**src/rtl/seq_det_ctrl.sv**
```systemverilog
// Serial pattern detector. It counts matches of a programmable bit pattern
// in an input bit stream and ends a run when a target number of matches is reached.
module seq_det_ctrl #(
  parameter int MAX_LEN = 8,
  parameter int CNT_W   = 8
) (
  input  logic               clk,
  input  logic               rst,
  input  logic               cfg_we,
  input  logic [MAX_LEN-1:0] cfg_pattern,
  input  logic [3:0]         cfg_len,
  input  logic               cfg_overlap,
  input  logic [CNT_W-1:0]   cfg_target,
  input  logic               start,
  input  logic               stop,
  input  logic               seq_valid,
  input  logic               seq_in,
  output logic               detected,
  output logic [CNT_W-1:0]   match_count,
  output logic               busy,
  output logic               done,
  output logic               err_cfg,
  output logic [1:0]         state_out
);

  typedef enum logic [1:0] {
    S_IDLE = 2'd0,
    S_RUN  = 2'd1,
    S_DONE = 2'd2,
    S_ERR  = 2'd3
  } state_t;

  localparam logic [4:0] MAX_LEN_W = 5'(MAX_LEN);

  state_t             state_q, state_d;
  logic [MAX_LEN-1:0] pat_q;
  logic [3:0]         len_q;
  logic               ov_q;
  logic [CNT_W-1:0]   tgt_q;
  logic [MAX_LEN-1:0] hist_q;
  logic [3:0]         fill_q;

  logic               cfg_open;
  logic               cfg_legal;
  logic               start_run;
  logic               sample;
  logic               hit;
  logic               reach;
  logic [MAX_LEN-1:0] hist_shift;
  logic [MAX_LEN-1:0] len_mask;
  logic [3:0]         fill_inc;
  logic [CNT_W-1:0]   count_inc;

  // Configuration is only writable while no run is in progress.
  assign cfg_open  = (state_q == S_IDLE) || (state_q == S_ERR);
  assign cfg_legal = (len_q >= 4'd2) && ({1'b0, len_q} <= MAX_LEN_W) && (tgt_q != '0);
  assign start_run = start && !stop && cfg_legal &&
                     ((state_q == S_IDLE) || (state_q == S_DONE));

  // stop discards a bit arriving in the same cycle, so it also suppresses a match.
  assign sample     = (state_q == S_RUN) && seq_valid && !stop;
  assign hist_shift = {hist_q[MAX_LEN-2:0], seq_in};
  assign fill_inc   = (fill_q < len_q) ? fill_q + 4'd1 : fill_q;
  assign count_inc  = match_count + CNT_W'(1);

  // NOTE: every signal written in always_comb gets a value on every path,
  // otherwise synthesis infers a latch to hold the old value.
  always_comb begin
    len_mask = '0;
    for (int i = 0; i < MAX_LEN; i++) len_mask[i] = (i < int'(len_q));
  end

  assign hit   = sample && (fill_inc == len_q) &&
                 ((hist_shift & len_mask) == (pat_q & len_mask));
  assign reach = hit && (count_inc == tgt_q);

  // NOTE: sequential state uses non-blocking assignments so every register
  // samples pre-edge values regardless of the order of statements.
  always_ff @(posedge clk) begin
    if (rst) state_q <= S_IDLE;
    else     state_q <= state_d;
  end

  always_comb begin
    state_d = state_q;
    if (stop) begin
      state_d = S_IDLE;
    end else begin
      unique case (state_q)
        S_IDLE, S_DONE: if (start) state_d = cfg_legal ? S_RUN : S_ERR;
        S_RUN:          if (reach) state_d = S_DONE;
        S_ERR:          if (cfg_we) state_d = S_IDLE;
        default:        state_d = S_IDLE;
      endcase
    end
  end

  always_comb begin
    busy      = (state_q == S_RUN);
    done      = (state_q == S_DONE);
    err_cfg   = (state_q == S_ERR);
    state_out = state_q;
  end

  always_ff @(posedge clk) begin
    if (rst) begin
      pat_q <= MAX_LEN'(3'b101);
      len_q <= 4'd3;
      ov_q  <= 1'b0;
      tgt_q <= CNT_W'(1);
    end else if (cfg_we && cfg_open) begin
      pat_q <= cfg_pattern;
      len_q <= cfg_len;
      ov_q  <= cfg_overlap;
      tgt_q <= cfg_target;
    end
  end

  // NOTE: the history is a plain shift register rather than a memory, so it
  // is reset together with the other datapath registers.
  always_ff @(posedge clk) begin
    if (rst) begin
      hist_q      <= '0;
      fill_q      <= '0;
      match_count <= '0;
      detected    <= 1'b0;
    end else begin
      detected <= hit;
      if (start_run) begin
        hist_q      <= '0;
        fill_q      <= '0;
        match_count <= '0;
      end else if (sample) begin
        hist_q <= hist_shift;
        if (hit) begin
          match_count <= count_inc;
          fill_q      <= ov_q ? len_q : 4'd0;
        end else begin
          fill_q <= fill_inc;
        end
      end
    end
  end

endmodule

```
**config.mk**
```make
export PLATFORM = sky130hd
export DESIGN_NAME = seq_det_ctrl
export DESIGN_NICKNAME = d
export VERILOG_FILES = /design/src/rtl/seq_det_ctrl.sv
export SDC_FILE = /design/constraint.sdc
export NUM_CORES = 1
export LEC_CHECK = 0
export ABC_CLOCK_PERIOD_IN_PS = 3500
export BUFFER_PORTS_ARGS = -buffer_cell sky130_fd_sc_hd__buf_2
export CAP_MARGIN = 10
export CORE_ASPECT_RATIO = 1.75
export CORE_MARGIN = 5
export CORE_UTILIZATION = 57
export CTS_BUF_LIST = sky130_fd_sc_hd__clkbuf_2
export DETAILED_ROUTE_END_ITERATION = 16
export PLACE_DENSITY = 0.81
export SYNTH_ARGS = -nofsm -noshare
export SYNTH_HDL_FRONTEND = slang
export SYNTH_SLANG_ARGS = --single-unit
```
**constraint.sdc**
```tcl
create_clock -name clk -period 3.5 [get_ports clk]
set_clock_uncertainty 0.2 [all_clocks]
set_input_delay 0.35 -clock clk [delete_from_list [all_inputs] [get_ports clk]]
set_output_delay 0.35 -clock clk [all_outputs]
set_load 0.005 [all_outputs]
```
==> summary.md <==
| Metric | Value |
|---|---|
| Post-Synthesis Cells | `315` |
| Cell taking the most area after synthesis | `dfxtp_1` |
| Async SR Flop Fraction | `0` |
| Antenna-violating nets left | `0` |
| CTS Root Cell | `clkbuf_2` |
| Comb power frac | `0.222` |
| Pwr/cell area | `approximately 330 nW/um^2` |
| Crit path DAT | `3.44 ns` |
| Hold Crit Class | `in -> reg` |
| Initial antenna violation count | `1` |
| Largest family of logic cells by synthesized area | `simple AND/OR/NAND/NOR gates` |
| DRC | `0` |
| CTS sink cnt | `43` |
| Sequential-to-total area share from yosys stat | `0.3485` |
| Most frequent cell after synthesis | `nand2_1` |
| Clk pin slew, worst setup/hold paths | `0.24 ns` |
| Setup crit end kind | `register` |
| Vias in the first global route | `2416` |
| Area of the die | `5802 um^2` |
| Most frequently used flop master after synthesis | `dfxtp_1` |
| Warnings, synthesis | `0` |
| Core Footprint | `4189 um^2` |
| Ratio of cells with drive above 1 in the final layout | `0.1873` |
| Overall Global Routing Usage | `0.2313` |
| Crit share post-route | `0.9427` |
| Synth Area in Compound Gates | `0.1662` |
| P_leak | `1.196 nW` |
| Register bit count reported by yosys | `43` |
| Mapped Area | `2470 um^2` |
| Routed via count | `about 2400` |
| CP Data Required Time | `3.64 ns` |
| Post-synth EDFFs | `0` |
| Post-synthesis adder-cell area fraction | `0.04559` |
| TritonCTS clock tree | `yes` |
| Clock network power share | `0.237` |
| Dpl hpwl | `4577 um` |
| WL/cell | `15.12 um` |
| Fin cells | `between 400 and 500` |
| Final setup viols | `0` |
| Die Wd | `59.76 um` |
| Longest Clk Path Bufs | `2` |
| Met1 wire length | `roughly 2600 um` |
| CP max FO | `13` |
| Initial core utilization | `0.5896` |
| Post-Syn Nets | `around 350` |
| Hold Fails Final Rpt | `0` |
| Setup crit start kind | `register` |
| Synth cell types | `44` |
| Max-slew violation count | `0` |
| DRT iter0 DRCs | `between 50 and 60` |
| H-tree Lvls | `2` |
| Net Sw Frac | `0.3303` |
| Xor/xnor share of the synthesized area | `0.09929` |
| WL final | `6485 um` |
| GP Congestion | `about 0.94` |
| Max incr delay on CP | `about 0.63 ns` |
| Reg power frac | `0.541` |
| GRT overflow | `0` |
| CP Cell Sequence | `inv_1 -> ha_1 -> a21o_1 -> a221oi_4 -> mux2i_1 -> xnor2_1 -> or4_4 -> nor4b_1 -> o21ai_0` |
| IR drop worst, VDD | `between 0.2 and 0.3 mV` |
| Average size of a mapped cell | `7.841 um^2` |
| Share of the synthesized area in the top cell type | `0.3485` |
| Placed cell area | `2693 um^2` |
| Mux cell area share after synthesis | `0.004053` |
| Synth Area in Simple Gates | `0.2776` |
| Port bufs | `slightly above 40` |
| Total clock buffers created by CTS | `5` |
| WHS | `0.02963 ns` |
| Layout Area Growth over Synthesis | `20.06%` |
| Largest net degree at the start of global routing | `25` |
| Met2 routed WL | `about 3300 um` |
| DP Worst Slack | `0.2490 ns` |
| Max-cap viol count | `0` |
| Met3 WL post-DR | `252 um` |
| Num rows | `31` |
| Tmin final | `roughly 3.3 ns` |
| Finished Core Util | `0.7079` |
| Worst path slowest cell | `or4_4` |
| Clk Latency, worst-skew pair | `0.43 ns` |
| Max Fclk | `303.1 MHz` |
| Sw Pwr | `328.1 uW` |
| Least-Margin Pin Slew | `0.7922 ns` |
| Largest cells by area after synthesis | `dfxtp_1, nand2_1, a21oi_1` |
| Int Pwr | `approximately 670 uW` |
| Crit Path Category | `reg -> reg` |
| Global-route wire length before repair | `10560 um` |
| Final TNS setup | `0 ns` |
| Power, Total | `993.3 uW` |
| Placed cell count | `about 400` |
| I/O pin count | `42` |
| Nets | `just over 400` |
| RSZ-0062 raised after global routing | `false` |
| Relative slew slack | `0.4719` |
| Status | `completed` |
| Via density | `5.706` |
| Pre-Repair DR Iteration Count | `4` |
| Highest Signal Layer | `met4` |
| Die height | `~97 um` |
| Commonest cells post-synth | `nand2_1, dfxtp_1, a21oi_1, xnor2_1, nor2_1` |
| Worst Slack Setup Final | `0.2007 ns` |
| Fin area | `2965 um^2` |
worst max-delay path: cells and delay by family (launching register included):
| family | cells | cell delay, ns |
|---|---|---|
| XOR/XNOR | 1 | 0.16 |
| AND/OR/NAND/NOR | 2 | 1.03 |
| adder cells (fa/ha/maj) | 1 | 0.31 |
| flip-flops | 1 | 0.39 |
| buffers and inverters | 1 | 0.06 |
| AO/OA/AOI/OAI | 3 | 0.77 |
| multiplexers | 1 | 0.30 |
routing by layer:
metal | global-route usage | up-vias
met5 | 0 | -
met4 | 0.1451 | 0
met3 | 0.02926 | 27
met2 | 0.3933 | 87
met1 | 0.2568 | 1120
li1 | - | 1214
sequential cells by signal, summed over array words and instances (netlist names):
register and cells:
tgt_q 8, pat_q 8, match_count 8, detected 1, fill_q 4, state_out 2
ov_q 1, hist_q 7, len_q 4
timing repair:
item                                    4_1_cts  5_1_grt
setup buffers                                 0        0
gates resized for setup                       0        1
hold buffers                                 22        0
endpoints found under the setup margin        0        2
endpoints found under the hold margin        22        0
layout by cell type (no fill, tap or decap), types with 3 or more instances in the layout:
cell           Yosys  layout
o21ai_0           13      13
clkbuf_2           0       5
or3_1              6       6
xnor2_1           20      20
nand3b_1           5       5
dfxtp_1           43      42
ha_1               9       9
a211oi_1           3       3
buf_4              0       8
buf_2              2      41
nor3_1             8       8
nor4_1             6       6
or2_2              3       3
nand2_1           69      69
nor3b_1            3       3
nand3_1            8       8
nor2_1            16      16
xor2_1             8       8
dlygate4sd3_1      0      22
o22ai_1            5       5
a21oi_1           36      36
inv_1             11      11
power groups by stage:
stage | clock [mW] | combinational [mW] | sequential [mW]
2_1_floorplan | 0 | 0.152 | 0.538
3_3_place_gp | 0 | 0.194 | 0.545
3_5_place_dp | 0 | 0.198 | 0.546
4_1_cts | 0.239 | 0.218 | 0.537
5_1_grt | 0.255 | 0.242 | 0.540
6_report | 0.236 | 0.221 | 0.537
worst paths after layout:
path / end / start / slack (ns) / depth (start not counted)
worst min-delay path: state_out[1] / stop / 0.03 / 3
worst min register to register: pat_q[4] / pat_q[4] / 0.29 / 2
worst max register to register: state_out[0] / len_q[2] / 0.20 / 9
worst max-delay path: state_out[0] / len_q[2] / 0.20 / 9
final cells by class:
cell class / count / area, um^2
Sequential cell: 43 / 862.1
Timing Repair Buffer: 71 / 485.5
Clock buffer: 5 / 25.02
Multi-Input combinational cell: 246 / 1464
Fill cell: 350 / 1224
Clock inverter: 3 / 23.77
Inverter: 11 / 41.29
Antenna cell: 1 / 2.502
Tap cell: 49 / 61.31
logic make-up after synthesis:
group	Yosys count
multiplexers	1
buffers and inverters	26
AO/OA/AOI/OAI	68
AND/OR/NAND/NOR	140
adder cells (fa/ha/maj)	9
XOR/XNOR	28
flip-flops	43
No activity file was read; power rests on OpenSTA's default activity.
